`src/rtl/core_pkg.sv`:
```
// -----------------------------------------------------------------------------
// core_pkg
// Shared definitions for the 5-stage RV32I core pipeline registers.
//   - Bit positions inside the decoded control bundle (ctrl[CTRL_W-1:0]).
//   - Default control-bundle width.
//   - Bubble (NOP) control value and the x0 register index.
//   - wb_bypass_hit(): decides whether the write-back result must replace a
//     register-file read captured in the same cycle.
// -----------------------------------------------------------------------------
package core_pkg;

  localparam int CTRL_W_DEFAULT  = 8;

  // Control bundle bit positions
  localparam int CTRL_REG_WRITE  = 0;
  localparam int CTRL_MEM_READ   = 1;
  localparam int CTRL_MEM_WRITE  = 2;
  localparam int CTRL_MEM_TO_REG = 3;
  localparam int CTRL_ALU_SRC    = 4;
  localparam int CTRL_BRANCH     = 5;
  localparam int CTRL_ALU_OP_LO  = 6;
  localparam int CTRL_ALU_OP_HI  = 7;

  // A bubble carries no side effects: every control bit is clear.
  localparam logic [CTRL_W_DEFAULT-1:0] CTRL_BUBBLE = '0;

  localparam logic [4:0] REG_X0 = 5'd0;

  // WB writes the register file in the same cycle ID reads it, so the read
  // data is stale; x0 is never bypassed because it is hard-wired to zero.
  function automatic logic wb_bypass_hit(input logic       we,
                                         input logic [4:0] wb_rd,
                                         input logic [4:0] rs);
    return we && (wb_rd != REG_X0) && (wb_rd == rs);
  endfunction

endpackage

```
`src/rtl/id_ex_stage_hazard_detect.sv`:
```
// -----------------------------------------------------------------------------
// hazard_detect
// Combinational load-use hazard detection and pipeline stall generation.
// Ports:
//   i_id_ex_valid     instruction currently held in ID/EX is real
//   i_id_ex_mem_read  that instruction is a load
//   i_id_ex_rd        its destination register
//   i_id_valid        ID holds a real instruction
//   i_id_rs1/rs2      ID source registers
//   i_ex_flush        taken branch/jump in EX
//   i_hold            downstream freeze
//   o_lu              load-use hazard between ID/EX and ID
//   o_stall           freeze PC and IF/ID this cycle
// -----------------------------------------------------------------------------
module hazard_detect (
  input  logic       i_id_ex_valid,
  input  logic       i_id_ex_mem_read,
  input  logic [4:0] i_id_ex_rd,
  input  logic       i_id_valid,
  input  logic [4:0] i_id_rs1,
  input  logic [4:0] i_id_rs2,
  input  logic       i_ex_flush,
  input  logic       i_hold,
  output logic       o_lu,
  output logic       o_stall
);
  import core_pkg::*;

  logic w_rd_match;

  // Both sources are compared regardless of whether the instruction reads
  // rs2; an occasional spurious bubble is cheaper than decoding usage here.
  assign w_rd_match = (i_id_ex_rd == i_id_rs1) || (i_id_ex_rd == i_id_rs2);

  assign o_lu = i_id_ex_valid && i_id_ex_mem_read && (i_id_ex_rd != REG_X0) &&
                i_id_valid && w_rd_match;

  // A flush kills the ID instruction, so there is nothing left to stall for.
  assign o_stall = !i_ex_flush && (o_lu || i_hold);

endmodule

```
`src/rtl/id_ex_stage.sv`:
```
// -----------------------------------------------------------------------------
// id_ex_stage
// ID/EX pipeline register of the RV32I core.
// Captures decoded operands/control from ID (with WB->ID bypass applied),
// inserts a bubble on load-use hazards or branch flush, freezes on hold and
// counts stall / flush events in saturating counters.
// Ports:
//   clk, rst                      clock, async active-high reset
//   id_*                          ID-stage instruction fields
//   mem_wb_reg_write/rd/data      write-back port (for bypass)
//   ex_flush                      kill ID instruction (bubble)
//   hold                          freeze the stage
//   id_ex_*                       registered bundle presented to EX
//   stall                         combinational freeze of PC and IF/ID
//   stall_count, flush_count      saturating event counters
// Update priority per edge: ex_flush > hold > load-use > capture.
// -----------------------------------------------------------------------------
module id_ex_stage
  import core_pkg::*;
#(
  parameter int XLEN   = 32,
  parameter int CTRL_W = CTRL_W_DEFAULT,
  parameter int CNT_W  = 16
) (
  input  logic              clk,
  input  logic              rst,
  input  logic              id_valid,
  input  logic [XLEN-1:0]   id_pc,
  input  logic [4:0]        id_rs1,
  input  logic [4:0]        id_rs2,
  input  logic [4:0]        id_rd,
  input  logic [XLEN-1:0]   id_rs1_data,
  input  logic [XLEN-1:0]   id_rs2_data,
  input  logic [XLEN-1:0]   id_imm,
  input  logic [CTRL_W-1:0] id_ctrl,
  input  logic              mem_wb_reg_write,
  input  logic [4:0]        mem_wb_rd,
  input  logic [XLEN-1:0]   mem_wb_data,
  input  logic              ex_flush,
  input  logic              hold,
  output logic              id_ex_valid,
  output logic [XLEN-1:0]   id_ex_pc,
  output logic [4:0]        id_ex_rs1,
  output logic [4:0]        id_ex_rs2,
  output logic [4:0]        id_ex_rd,
  output logic [XLEN-1:0]   id_ex_rs1_data,
  output logic [XLEN-1:0]   id_ex_rs2_data,
  output logic [XLEN-1:0]   id_ex_imm,
  output logic [CTRL_W-1:0] id_ex_ctrl,
  output logic              stall,
  output logic [CNT_W-1:0]  stall_count,
  output logic [CNT_W-1:0]  flush_count
);

  logic              r_valid;
  logic [XLEN-1:0]   r_pc;
  logic [4:0]        r_rs1;
  logic [4:0]        r_rs2;
  logic [4:0]        r_rd;
  logic [XLEN-1:0]   r_rs1_data;
  logic [XLEN-1:0]   r_rs2_data;
  logic [XLEN-1:0]   r_imm;
  logic [CTRL_W-1:0] r_ctrl;
  logic [CNT_W-1:0]  r_stall_count;
  logic [CNT_W-1:0]  r_flush_count;

  logic              w_lu;
  logic              w_stall;
  logic              w_bubble;
  logic              w_stall_evt;
  logic [XLEN-1:0]   w_rs1_fwd;
  logic [XLEN-1:0]   w_rs2_fwd;

  hazard_detect u_hazard_detect (
    .i_id_ex_valid    (r_valid),
    .i_id_ex_mem_read (r_ctrl[CTRL_MEM_READ]),
    .i_id_ex_rd       (r_rd),
    .i_id_valid       (id_valid),
    .i_id_rs1         (id_rs1),
    .i_id_rs2         (id_rs2),
    .i_ex_flush       (ex_flush),
    .i_hold           (hold),
    .o_lu             (w_lu),
    .o_stall          (w_stall)
  );

  assign w_rs1_fwd = wb_bypass_hit(mem_wb_reg_write, mem_wb_rd, id_rs1) ? mem_wb_data
                                                                        : id_rs1_data;
  assign w_rs2_fwd = wb_bypass_hit(mem_wb_reg_write, mem_wb_rd, id_rs2) ? mem_wb_data
                                                                        : id_rs2_data;

  // Flush always wins; a load-use bubble waits until hold releases so the
  // load stays in ID/EX (and lu stays asserted) for the whole freeze.
  assign w_bubble    = ex_flush || (!hold && w_lu);
  assign w_stall_evt = !ex_flush && !hold && w_lu;

  always_ff @(posedge clk or posedge rst) begin
    if (rst) begin
      r_valid    <= 1'b0;
      r_pc       <= '0;
      r_rs1      <= REG_X0;
      r_rs2      <= REG_X0;
      r_rd       <= REG_X0;
      r_rs1_data <= '0;
      r_rs2_data <= '0;
      r_imm      <= '0;
      r_ctrl     <= CTRL_W'(CTRL_BUBBLE);
    end else if (w_bubble) begin
      // Zero register indices guarantee EX forwarding never matches a bubble.
      r_valid    <= 1'b0;
      r_pc       <= '0;
      r_rs1      <= REG_X0;
      r_rs2      <= REG_X0;
      r_rd       <= REG_X0;
      r_rs1_data <= '0;
      r_rs2_data <= '0;
      r_imm      <= '0;
      r_ctrl     <= CTRL_W'(CTRL_BUBBLE);
    end else if (!hold) begin
      r_valid    <= id_valid;
      r_pc       <= id_pc;
      r_rs1      <= id_rs1;
      r_rs2      <= id_rs2;
      r_rd       <= id_rd;
      r_rs1_data <= w_rs1_fwd;
      r_rs2_data <= w_rs2_fwd;
      r_imm      <= id_imm;
      r_ctrl     <= id_ctrl;
    end
  end

  // Saturating event counters: stick at all-ones, cleared only by reset.
  always_ff @(posedge clk or posedge rst) begin
    if (rst) begin
      r_stall_count <= '0;
      r_flush_count <= '0;
    end else begin
      if (ex_flush && (r_flush_count != {CNT_W{1'b1}})) begin
        r_flush_count <= r_flush_count + CNT_W'(1);
      end
      if (w_stall_evt && (r_stall_count != {CNT_W{1'b1}})) begin
        r_stall_count <= r_stall_count + CNT_W'(1);
      end
    end
  end

  assign id_ex_valid    = r_valid;
  assign id_ex_pc       = r_pc;
  assign id_ex_rs1      = r_rs1;
  assign id_ex_rs2      = r_rs2;
  assign id_ex_rd       = r_rd;
  assign id_ex_rs1_data = r_rs1_data;
  assign id_ex_rs2_data = r_rs2_data;
  assign id_ex_imm      = r_imm;
  assign id_ex_ctrl     = r_ctrl;
  assign stall          = w_stall;
  assign stall_count    = r_stall_count;
  assign flush_count    = r_flush_count;

endmodule

```
`config.mk`:
```
export PLATFORM = sky130hd
export DESIGN_NAME = id_ex_stage
export DESIGN_NICKNAME = d
export VERILOG_FILES = /design/src/rtl/core_pkg.sv /design/src/rtl/id_ex_stage_hazard_detect.sv /design/src/rtl/id_ex_stage.sv
export SDC_FILE = /design/constraint.sdc
export NUM_CORES = 1
export LEC_CHECK = 0
export ABC_AREA = 0
export CAP_MARGIN = 20
export CORE_AREA = 3 3 148 150
export CTS_CLUSTER_SIZE = 16
export DETAILED_ROUTE_END_ITERATION = 12
export DIE_AREA = 0 0 151 153
export PLACE_DENSITY = 0.77
export SLEW_MARGIN = 20
export SYNTH_ARGS = -nofsm -noshare
export SYNTH_HDL_FRONTEND = slang
export SYNTH_HIERARCHICAL = 1
export SYNTH_SLANG_ARGS = --single-unit
export TNS_END_PERCENT = 50
```
`constraint.sdc`:
```
create_clock -name clk -period 12.59 [get_ports clk]
set_input_delay 1.8885 -clock clk [delete_from_list [all_inputs] [get_ports clk]]
set_output_delay 1.8885 -clock clk [all_outputs]
set_load 0.01 [all_outputs]
```
# --- Word-level counts from Yosys, hierarchy flattened ---
# Index checks and enable logic that the tools add are counted.
totals:
  in_bits: 194
  ff_bits: 184
  word_cells: 60
  out_inout_bits: 185
classes:
  n_reduce_logical: 20
  addsub: 2
  eq_ne: 7
  n_mux: 20
op_table:
  columns: ["cell", "n"]
  rows:
  - ["$mux 32", 10]
  - ["$add 16x1->16 const B", 2]
  - ["$ne 16x16->1 const B", 2]
  - ["$mux 5", 6]
  - ["$eq 5x5->1", 4]
  - ["$mux 8", 2]
  - ["$logic_and 1x1->1", 13]
  - ["$reduce_bool 5->1", 2]
  - ["$logic_or 1x1->1", 3]
  - ["$logic_not 1->1", 2]
  - ["$mux 1", 2]
  - ["$ne 2x1->1 const B", 1]

# --- Logic depth before layout (Yosys ltp) ---
# Gate-level depths: netlist (run 1).
depth:
  depth_word: 7
  mapped_depth: 9
  ltp_nobuf: 8

# --- By module ---
# The synthesis (run 1) kept the hierarchy.
by_module_without_submodules:
  columns: ["module", "cells_each", "seq_area_each_um2", "area_per_inst_um2", "instances"]
  rows:
  - ["id_ex_stage", 719, 4604.4, 8094.0, 1]
  - ["hazard_detect", 20, 0.0, 156.4, 1]

# --- Worst setup path before layout (run 1) ---
# OpenSTA, ideal clock, no wires.
synth_timing:
  kind: "input-to-output"
  start: "input port id_rs1[0]"
  end: "output port stall"
  slack_ps: 8020
  t_arrival_ps: 2681
  n_path_buf: 0
  cell_stages: 4
  t_required_ps: 10701
  path_cell_list: "xor2_1 -> nor3_1 -> a22oi_1 -> o31ai_1"
synth_between:
  elab_chain_cells: 5
synth_rtl:
  columns: ["item", "line_no", "source"]
  rows:
  - ["start: declaration", "id_ex_stage.sv:29", "input logic [4:0] id_rs1,"]
  - ["$eq 5x5->1", "id_ex_stage_hazard_detect.sv:33", "assign w_rd_match = (i_id_ex_rd == i_id_rs1) || (i_id_ex_rd == i_id_rs2);"]
  - ["$logic_or 1x1->1", "id_ex_stage_hazard_detect.sv:33", null]
  - ["$logic_and 1x1->1", "id_ex_stage_hazard_detect.sv:36", "i_id_valid && w_rd_match;"]
  - ["$logic_or 1x1->1", "id_ex_stage_hazard_detect.sv:39", "assign o_stall = !i_ex_flush && (o_lu || i_hold);"]
  - ["$logic_and 1x1->1", "id_ex_stage_hazard_detect.sv:39", null]
  - ["end: declaration", "id_ex_stage.sv:50", "output logic stall,"]
# No other way between the ends.

# --- Worst setup path in the final report (run 1) ---
layout_timing:
  start: "input port id_rs2[4]"
  end: "output port stall"
layout_between:
  elab_chain_cells: 5
layout_rtl:
  columns: ["item", "line_no", "source"]
  rows:
  - ["start: declaration", "id_ex_stage.sv:30", "input logic [4:0] id_rs2,"]
  - ["$eq 5x5->1", "id_ex_stage_hazard_detect.sv:33", null]
  - ["$logic_or 1x1->1", "id_ex_stage_hazard_detect.sv:33", null]
  - ["$logic_and 1x1->1", "id_ex_stage_hazard_detect.sv:36", null]
  - ["$logic_or 1x1->1", "id_ex_stage_hazard_detect.sv:39", null]
  - ["$logic_and 1x1->1", "id_ex_stage_hazard_detect.sv:39", null]
# No other way between the ends.

==> results of run 1 <==
## power by group
| group | internal, mW | switching (mW) |
|---|---|---|
| Combinational | 0.162 | 0.120 |
| Clock | 0.289 | 0.256 |
| Sequential | 0.630 | 0.0343 |
## worst max-delay path by stage
| stage | from | cells past startpoint | to | slack (ps) |
|---|---|---|---|---|
| floorplan | rst | 1 | flush_count[0]$_DFFE_PP0P_ | 5700 |
| global placement | id_rs2[4] | 6 | stall | 6900 |
| detailed placement | id_rs2[4] | 6 | stall | 6900 |
| CTS | id_rs2[4] | 6 | stall | 6900 |
| global route | id_rs2[4] | 6 | stall | 6780 |
| finish | id_rs2[4] | 6 | stall | 6860 |
## flip-flops by register name, summed over array words and instances, names as in the netlist, 5 cells and up
name	cells
id_ex_ctrl	8
id_ex_pc	32
id_ex_rs1_data	32
id_ex_imm	32
id_ex_rs2_data	32
id_ex_rd	5
id_ex_rs2	5
stall_count	16
flush_count	16
id_ex_rs1	5
## cell usage in the layout (no fill, tap or decap), types with 5 or more instances in the layout
cell / netlist / final
xnor2_1: 28 / 28
xor2_1: 20 / 20
a21oi_1: 37 / 37
dfrtp_1: 184 / 184
clkdlybuf4s50_1: 0 / 378
clkbuf_16: 0 / 17
and2_1: 32 / 32
nand4_1: 7 / 7
nand3_1: 9 / 9
a22o_1: 88 / 88
nand2_1: 104 / 104
a221o_1: 32 / 32
buf_4: 0 / 8
nor2_1: 8 / 8
o211ai_1: 65 / 65
o21ai_0: 5 / 5
and3_1: 5 / 5
and4_1: 7 / 7
## area by class of cell
class | instances | area, um^2
inverter | 4 | 20.0
multi-input combinational | 488 | 3380
clock buffer | 19 | 443
timing repair buffer | 387 | 3850
fill | 1708 | 8030
sequential | 184 | 4600
clock inverter | 13 | 151
tap | 275 | 344
## Yosys cell counts, drive strengths merged, types with 5 or more instances
master	number
a221o	32
and3	5
o2111ai	5
buf	13
xnor2	28
a22o	88
xor2	20
and4	7
and2	33
o21ai	5
nand3	9
nand2	104
o211ai	66
dfrtp	184
clkbuf	50
a21oi	37
nor2	8
nand4	7
## cell families (layout without fill, tap and decap cells)
logic type / count (synthesis) / after routing / synth area share (%)
DFF: 184 / 184 / 55.8
muxes: 2 / 2 / 0.273
adders and majority gates: 2 / 2 / 0.303
and+or+nand+nor: 193 / 193 / 11.6
buffers and inverters: 67 / 423 / 3.46
AOI/OAI and AO/OA: 243 / 243 / 23.5
xor gates and xnor gates: 48 / 48 / 5.10
## worst max-delay path, delay by kind of cell
| kind | cells | cell delay (ps) |
|---|---|---|
| AND/OR/NAND/NOR | 1 | 190 |
| AO/OA/AOI/OAI | 2 | 390 |
| XOR/XNOR | 1 | 200 |
| buffers and inverters | 2 | 1160 |
## layer usage
layer	routed length [um]	share of wire, %
met1	11200	40
met2	13900	50
met3	2280	8.1
met4	692	2.5
met5	0	0
==> report_table.html, run 1 <==
<table>
<tr><th>Metric</th><th>Value</th></tr>
<tr><th colspan="2">STA</th></tr>
<tr><td>Maximum clock rate</td><td>0.175 GHz</td></tr>
<tr><td>Minimum setup slack in the final design</td><td>6860 ps</td></tr>
<tr><td>Worst rel slew slack</td><td>25.5%</td></tr>
<tr><td>Slew Limit Fails</td><td>0</td></tr>
<tr><td>Setup-failing EPs final</td><td>0</td></tr>
<tr><td>Worst Hold Slack</td><td>493 ps</td></tr>
<tr><td>Final hold violations</td><td>0</td></tr>
<tr><td>Setup repair after global routing missed its margin</td><td>false</td></tr>
<tr><td>Tightest Pin Transition</td><td>1120 ps</td></tr>
<tr><td>Portion of the clock cycle consumed by the worst path in the final layout</td><td>45.5%</td></tr>
<tr><td>Clock period minus worst slack</td><td>5730 ps</td></tr>
<tr><td>Sum of negative setup slack</td><td>0 ps</td></tr>
<tr><td>Worst clock skew on the final layout</td><td>12.8 ps</td></tr>
<tr><th colspan="2">Route</th></tr>
<tr><td>DR WL/cell</td><td>20.5 um</td></tr>
<tr><td>Vias/cell</td><td>5.48</td></tr>
<tr><td>TritonRoute pass-1 iters</td><td>5</td></tr>
<tr><td>Aggregate routed wire length</td><td>28100 um</td></tr>
<tr><td>Remaining design rule violation count</td><td>0</td></tr>
<tr><td>Antenna-violating nets left</td><td>0</td></tr>
<tr><td>Iteration-0 DRC count of the detailed router</td><td>437</td></tr>
<tr><td>Overall via count from detail_route</td><td>7504</td></tr>
<tr><th colspan="2">Synth</th></tr>
<tr><td>Yosys warns</td><td>6</td></tr>
<tr><td>Mean instance size in the synthesized netlist</td><td>11.2 um^2</td></tr>
<tr><td>Net count after synthesis</td><td>935</td></tr>
<tr><td>Share of synthesized area occupied by flip-flops and latches</td><td>55.8%</td></tr>
<tr><td>Synthesized cell area</td><td>8250 um^2</td></tr>
<tr><td>Area share of the leading cell type in the synthesized netlist</td><td>55.8%</td></tr>
<tr><td>Number of cells produced by synthesis</td><td>739</td></tr>
<tr><td>Post-synthesis sequential element count</td><td>184</td></tr>
<tr><td>Most area-hungry cell type in the Yosys netlist</td><td>dfrtp_1</td></tr>
<tr><td>Cell variety after synth</td><td>44</td></tr>
<tr><td>Top area cells in the synthesized netlist</td><td>dfrtp_1, a22o_1, o211ai_1</td></tr>
<tr><td>Proportion of synthesized flip-flops having asynchronous set or reset</td><td>100%</td></tr>
<tr><td>Most used flip-flop cell after synthesis</td><td>dfrtp_1</td></tr>
<tr><td>Number of flops mapped to enable cells by yosys</td><td>0</td></tr>
<tr><th colspan="2">Critical path</th></tr>
<tr><td>Cell type with the highest occurrence count on the critical path</td><td>clkdlybuf4s50_1</td></tr>
<tr><td>Critical path launch point type</td><td>primary input</td></tr>
<tr><td>Startpoint of the worst register-to-register path</td><td>id_ex_rd[4]$_DFFE_PP0P_</td></tr>
<tr><td>Critical register-to-register path endpoint</td><td>id_ex_rs1_data[18]$_DFFE_PP0P_</td></tr>
<tr><td>Worst path slowest cell</td><td>clkdlybuf4s50_1</td></tr>
<tr><td>Crit end category</td><td>output pin</td></tr>
<tr><td>Required time at the worst-slack endpoint</td><td>10700 ps</td></tr>
<tr><td>Crit path kind</td><td>primary input to output pin</td></tr>
<tr><td>Worst Reg-to-Reg Cells</td><td>8</td></tr>
<tr><td>Worst stage delay on the critical path</td><td>610 ps</td></tr>
<tr><td>Series of cell instances along the critical path</td><td>clkdlybuf4s50_1 &gt; xor2_1 &gt; nor3_1 &gt; a22oi_1 &gt; o31ai_1 &gt; clkdlybuf4s50_1</td></tr>
<tr><td>R2r setup slk</td><td>9030 ps</td></tr>
<tr><td>Data arrival at the endpoint of the critical path</td><td>3840 ps</td></tr>
<tr><td>Maximum fanout along the worst path</td><td>3</td></tr>
<tr><th colspan="2">Global route</th></tr>
<tr><td>Largest net degree at the start of global routing</td><td>114</td></tr>
<tr><td>First-pass GRT wire length</td><td>43600 um</td></tr>
<tr><td>Met1 layer usage reported by global route</td><td>31.1%</td></tr>
<tr><td>Vias in the first global route</td><td>7646</td></tr>
<tr><td>GR Overflow Total</td><td>0</td></tr>
<tr><td>Number of antenna violations at the first check in global routing</td><td>0</td></tr>
<tr><td>GR Util met3</td><td>6.82%</td></tr>
<tr><td>GR Util All Layers</td><td>24.0%</td></tr>
<tr><td>Most Crowded Layer GR</td><td>met2</td></tr>
<tr><td>Grt met2 use</td><td>39.2%</td></tr>
<tr><th colspan="2">Place</th></tr>
<tr><td>Setup WS pre-CTS</td><td>6900 ps</td></tr>
<tr><td>Placed Area</td><td>12200 um^2</td></tr>
<tr><td>Post-detailed-placement half-perimeter wirelength</td><td>19600 um</td></tr>
<tr><td>DP Cell Count</td><td>1338</td></tr>
<tr><td>Routability cong.</td><td>0.852</td></tr>
<tr><td>Quantity of I/O buffers inserted on ports</td><td>378</td></tr>
<tr><th colspan="2">Worst hold path</th></tr>
<tr><td>Worst Hold Depth</td><td>1</td></tr>
<tr><td>End point of the most critical hold path</td><td>stall_count[15]$_DFFE_PP0P_</td></tr>
<tr><td>HP Start</td><td>stall_count[15]$_DFFE_PP0P_</td></tr>
<tr><td>Min-Delay Path Class</td><td>flip-flop to flip-flop</td></tr>
<tr><th colspan="2">Clock network</th></tr>
<tr><td>Clock-pin slew of the registers on the worst-case setup and hold paths</td><td>70 ps</td></tr>
<tr><td>Clk root buf</td><td>clkbuf_16</td></tr>
<tr><td>Number of levels the H-tree was split into</td><td>4</td></tr>
<tr><td>Total clock sinks</td><td>184</td></tr>
<tr><td>Insertion delay to the later sink of the worst-skew pair</td><td>420 ps</td></tr>
<tr><td>CTS tree</td><td>done</td></tr>
<tr><td>Postcts setup bufs</td><td>0</td></tr>
<tr><td>Total CTS buffers</td><td>17</td></tr>
<tr><td>Number of instances resized during post-cts repair</td><td>0</td></tr>
<tr><td>Maximum clock insertion buffer count</td><td>2</td></tr>
<tr><td>Hold bufs inserted after CTS</td><td>0</td></tr>
<tr><th colspan="2">Layout</th></tr>
<tr><td>Growth of design area from synthesis to finish</td><td>55.1%</td></tr>
<tr><td>Antenna diode instance count</td><td>0</td></tr>
<tr><td>Final standard cell count with taps included and fillers excluded</td><td>1370</td></tr>
<tr><td>Fraction of the core area covered by cells at the end of the flow</td><td>61.5%</td></tr>
<tr><td>Number of nets in the layout</td><td>1278</td></tr>
<tr><td>Fraction of layout instances using a drive strength above 1</td><td>4.66%</td></tr>
<tr><td>Final standard cell area without fillers</td><td>12800 um^2</td></tr>
<tr><th colspan="2">Floorplanning</th></tr>
<tr><td>Horizontal extent of the die</td><td>151 um</td></tr>
<tr><td>Initial cell density of the core</td><td>39.6%</td></tr>
<tr><td>Num ports</td><td>379</td></tr>
<tr><td>Die H</td><td>153 um</td></tr>
<tr><td>Site Rows</td><td>53</td></tr>
<tr><td>Floorplan core area</td><td>20800 um^2</td></tr>
<tr><td>Die area</td><td>23100 um^2</td></tr>
<tr><th colspan="2">Power</th></tr>
<tr><td>Static power due to leakage</td><td>5.37 nW</td></tr>
<tr><td>VDD IR max</td><td>74.1 uV</td></tr>
<tr><td>Ratio of total power to cell area</td><td>117 nW/um^2</td></tr>
<tr><td>Overall power</td><td>1.49 mW</td></tr>
<tr><th colspan="2">Run status</th></tr>
<tr><td>Outcome</td><td>finished, final reports clean</td></tr>
<tr><th colspan="2">Flow run</th></tr>
<tr><td>Number of maximum-capacitance constraint violations</td><td>0</td></tr>
</table>
Power figures use the tool's default switching activity.
==> run 2: changes to the inputs <==
CORE_AREA = not set   (was 3 3 148 150)
CORE_ASPECT_RATIO = 1.1   (was not set)
CORE_MARGIN = 3   (was not set)
CORE_UTILIZATION = 38   (was not set)
DIE_AREA = not set   (was 0 0 151 153)
PLACE_DENSITY = 0.78   (was 0.77)
clock period = 5.05 ns   (was 12.59 ns; I/O delays follow)
==> run 2 against run 1 <==
Register-to-register slack lost 6800 ps. Clock skew is 2.1 ps higher. Clock power increased to 2.5 times the previous value. Sequential share of layout area shrank 0.26 points.
==> report_table.html, run 2 (synthesis gave the netlist of run 1 again) <==
<table>
<tr><th>Metric</th><th>Value</th></tr>
<tr><th colspan="2">Route</th></tr>
<tr><td>Aggregate routed wire length</td><td>27800 um (-1.1%)</td></tr>
<tr><td>Overall via count from detail_route</td><td>7533 (+0.39%)</td></tr>
<tr><td>Iteration-0 DRC count of the detailed router</td><td>429 (-1.8%)</td></tr>
<tr><td>DR WL/cell</td><td>20.1 um (-2.0%)</td></tr>
<tr><td>Remaining design rule violation count</td><td>0 (unchanged)</td></tr>
<tr><td>Antenna-violating nets left</td><td>0 (unchanged)</td></tr>
<tr><td>TritonRoute pass-1 iters</td><td>5 (unchanged)</td></tr>
<tr><td>Vias/cell</td><td>5.45 (-0.49%)</td></tr>
<tr><th colspan="2">Layout</th></tr>
<tr><td>Most common cell after layout, fill and taps aside</td><td>clkdlybuf4s50_1</td></tr>
<tr><td>Final standard cell count with taps included and fillers excluded</td><td>1382 (+0.88%)</td></tr>
<tr><td>Leading cell types in the layout, fill and taps excluded</td><td>clkdlybuf4s50_1, dfrtp_1, nand2_1, a22o_1, o211ai_1</td></tr>
<tr><td>Fraction of layout instances using a drive strength above 1</td><td>4.92% (+0.26 points)</td></tr>
<tr><td>Antenna diode instance count</td><td>0 (unchanged)</td></tr>
<tr><td>Growth of design area from synthesis to finish</td><td>56.2%</td></tr>
<tr><td>Number of fill cells</td><td>1732 (+1.4%)</td></tr>
<tr><td>Number of nets in the layout</td><td>1280 (+0.16%)</td></tr>
<tr><th colspan="2">Floorplanning</th></tr>
<tr><td>Num ports</td><td>379 (unchanged)</td></tr>
<tr><td>Site Rows</td><td>55 (+3.8%)</td></tr>
<tr><td>Die H</td><td>161 um (+4.9%)</td></tr>
<tr><td>Floorplan core area</td><td>20900 um^2 (+0.47%)</td></tr>
<tr><td>Horizontal extent of the die</td><td>146 um (-3.0%)</td></tr>
<tr><td>Initial cell density of the core</td><td>39.4% (-0.18 points)</td></tr>
<tr><td>Die area</td><td>23500 um^2 (+1.8%)</td></tr>
<tr><th colspan="2">Global route</th></tr>
<tr><td>Largest net degree at the start of global routing</td><td>185 (+62%)</td></tr>
<tr><td>GR Overflow Total</td><td>0 (unchanged)</td></tr>
<tr><td>First-pass GRT wire length</td><td>43700 um (+0.22%)</td></tr>
<tr><td>GR Util All Layers</td><td>23.4% (-0.68 points)</td></tr>
<tr><td>Number of antenna violations at the first check in global routing</td><td>0 (unchanged)</td></tr>
<tr><td>Vias in the first global route</td><td>7677 (+0.41%)</td></tr>
<tr><th colspan="2">Critical path</th></tr>
<tr><td>Crit end category</td><td>output pin</td></tr>
<tr><td>Critical path launch point type</td><td>primary input</td></tr>
<tr><td>Data arrival at the endpoint of the critical path</td><td>2670 ps (-1170 ps)</td></tr>
<tr><td>Critical register-to-register path endpoint</td><td>id_ex_rs1_data[2]$_DFFE_PP0P_</td></tr>
<tr><td>Crit path kind</td><td>primary input to output pin</td></tr>
<tr><td>Required time at the worst-slack endpoint</td><td>4290 ps (-6410 ps)</td></tr>
<tr><td>R2r setup slk</td><td>2270 ps (-6760 ps)</td></tr>
<tr><td>Startpoint of the worst register-to-register path</td><td>id_ex_rd[2]$_DFFE_PP0P_</td></tr>
<tr><td>Maximum fanout along the worst path</td><td>3 (unchanged)</td></tr>
<tr><td>Worst Reg-to-Reg Cells</td><td>8 (unchanged)</td></tr>
<tr><th colspan="2">Power</th></tr>
<tr><td>Static power due to leakage</td><td>5.41 nW (+0.68%)</td></tr>
<tr><td>VDD IR max</td><td>208 uV (+180%)</td></tr>
<tr><td>Ratio of total power to cell area</td><td>290 nW/um^2 (+150%)</td></tr>
<tr><th colspan="2">Worst hold path</th></tr>
<tr><td>End point of the most critical hold path</td><td>flush_count[14]$_DFFE_PP0P_</td></tr>
<tr><td>HP Start</td><td>flush_count[14]$_DFFE_PP0P_</td></tr>
<tr><td>Min-Delay Path Class</td><td>flip-flop to flip-flop</td></tr>
<tr><td>Worst Hold Depth</td><td>1 (unchanged)</td></tr>
<tr><th colspan="2">Clock network</th></tr>
<tr><td>Maximum clock insertion buffer count</td><td>2 (unchanged)</td></tr>
<tr><td>CTS tree</td><td>done</td></tr>
<tr><td>Hold bufs inserted after CTS</td><td>0 (unchanged)</td></tr>
<tr><td>Clock-pin slew of the registers on the worst-case setup and hold paths</td><td>70 ps (about the same)</td></tr>
<tr><td>Total CTS buffers</td><td>17 (unchanged)</td></tr>
<tr><td>Clk root buf</td><td>clkbuf_16</td></tr>
<tr><td>Number of instances resized during post-cts repair</td><td>0 (unchanged)</td></tr>
<tr><td>Total clock sinks</td><td>184 (unchanged)</td></tr>
<tr><td>Insertion delay to the later sink of the worst-skew pair</td><td>430 ps (about the same)</td></tr>
<tr><td>Number of levels the H-tree was split into</td><td>4 (unchanged)</td></tr>
<tr><td>Postcts setup bufs</td><td>0 (unchanged)</td></tr>
<tr><th colspan="2">STA</th></tr>
<tr><td>Slew Limit Fails</td><td>0 (unchanged)</td></tr>
<tr><td>Tightest Pin Transition</td><td>1120 ps (+7.33 ps)</td></tr>
<tr><td>Worst clock skew on the final layout</td><td>15.0 ps (+2.14 ps)</td></tr>
<tr><td>Sum of negative setup slack</td><td>0 ps (unchanged)</td></tr>
<tr><td>Portion of the clock cycle consumed by the worst path in the final layout</td><td>67.8%</td></tr>
<tr><td>Setup-failing EPs final</td><td>0 (unchanged)</td></tr>
<tr><td>Minimum setup slack in the final design</td><td>1620 ps (-5240 ps)</td></tr>
<tr><td>Maximum clock rate</td><td>0.292 GHz</td></tr>
<tr><td>Worst rel slew slack</td><td>25.0% (-0.49 points)</td></tr>
<tr><td>Final hold violations</td><td>0 (unchanged)</td></tr>
<tr><td>Clock period minus worst slack</td><td>3430 ps</td></tr>
<tr><td>Setup repair after global routing missed its margin</td><td>false</td></tr>
<tr><th colspan="2">Place</th></tr>
<tr><td>Setup WS pre-CTS</td><td>1520 ps (-5380 ps)</td></tr>
<tr><td>Routability cong.</td><td>0.838 (-1.7%)</td></tr>
<tr><td>DP Cell Count</td><td>1349 (+0.82%)</td></tr>
<tr><td>Post-detailed-placement half-perimeter wirelength</td><td>19300 um (-1.4%)</td></tr>
<tr><td>Quantity of I/O buffers inserted on ports</td><td>378 (unchanged)</td></tr>
<tr><th colspan="2">Run status</th></tr>
<tr><td>Outcome</td><td>finished, final reports clean</td></tr>
<tr><th colspan="2">Flow run</th></tr>
<tr><td>Number of maximum-capacitance constraint violations</td><td>0 (unchanged)</td></tr>
</table>
run 2: changes by cell type in the layout (fill, tap and decap cells not counted), sizes merged:
cell	before	now
clkinv	4	5
inv	11	10
buf	9	11
run 2: layout make-up:
class                      count  area, um^2  share of cell area [%]
timing repair buffer         389        3920                    30.4
multi-input combinational    488        3380                    26.2
tap                          285         357                    2.77
sequential                   184        4600                    35.7
clock inverter                13         153                    1.18
inverter                       4        18.8                   0.146
clock buffer                  19         453                    3.51
run 2: worst max-delay path: stages:
cell,delay [ps]
clkdlybuf4s50_1,500
xor2_1,180
nor3_1,200
a22oi_1,160
o31ai_1,250
clkdlybuf4s50_1,610
run 2: per-layer routing:
metal	vias up	share of wire, %	track usage (%)
met5	-	0	0
met4	0	3.5	9.84
met3	60	6.5	5.84
met2	311	50	38.4
met1	3720	40	29.5
li1	3442	-	-
run 2: metrics by stage:
stage                     utilization, %  hold WS [ps]  power, mW  area, um^2
after floorplan                        -           519       1.94        8250
after global placement              58.6           477       2.38       12300
after detailed placement            58.6           484       2.39       12300
after CTS                           61.5           500       3.78       12900
after global routing                61.6           520       3.90       12900
final                               61.6           498       3.74       12900
run 2: power breakdown:
part           leakage [nW]  internal [mW]  switching (mW)  total (mW)
Combinational          2.67          0.409           0.301       0.710
Clock                 0.299          0.734           0.642        1.38
Sequential             2.44           1.57          0.0830        1.65
run 2: worst max-delay path by stage:
stage / startpoint / endpoint / cells after the start
final: id_rs1[2] / stall / 6
after global routing: id_rs1[2] / stall / 6
after CTS: id_rs1[2] / stall / 6
after detailed placement: mem_wb_rd[1] / id_ex_rs2_data[5]$_DFFE_PP0P_ / 7
after global placement: mem_wb_rd[1] / id_ex_rs2_data[17]$_DFFE_PP0P_ / 7
after floorplan: rst / flush_count[0]$_DFFE_PP0P_ / 1
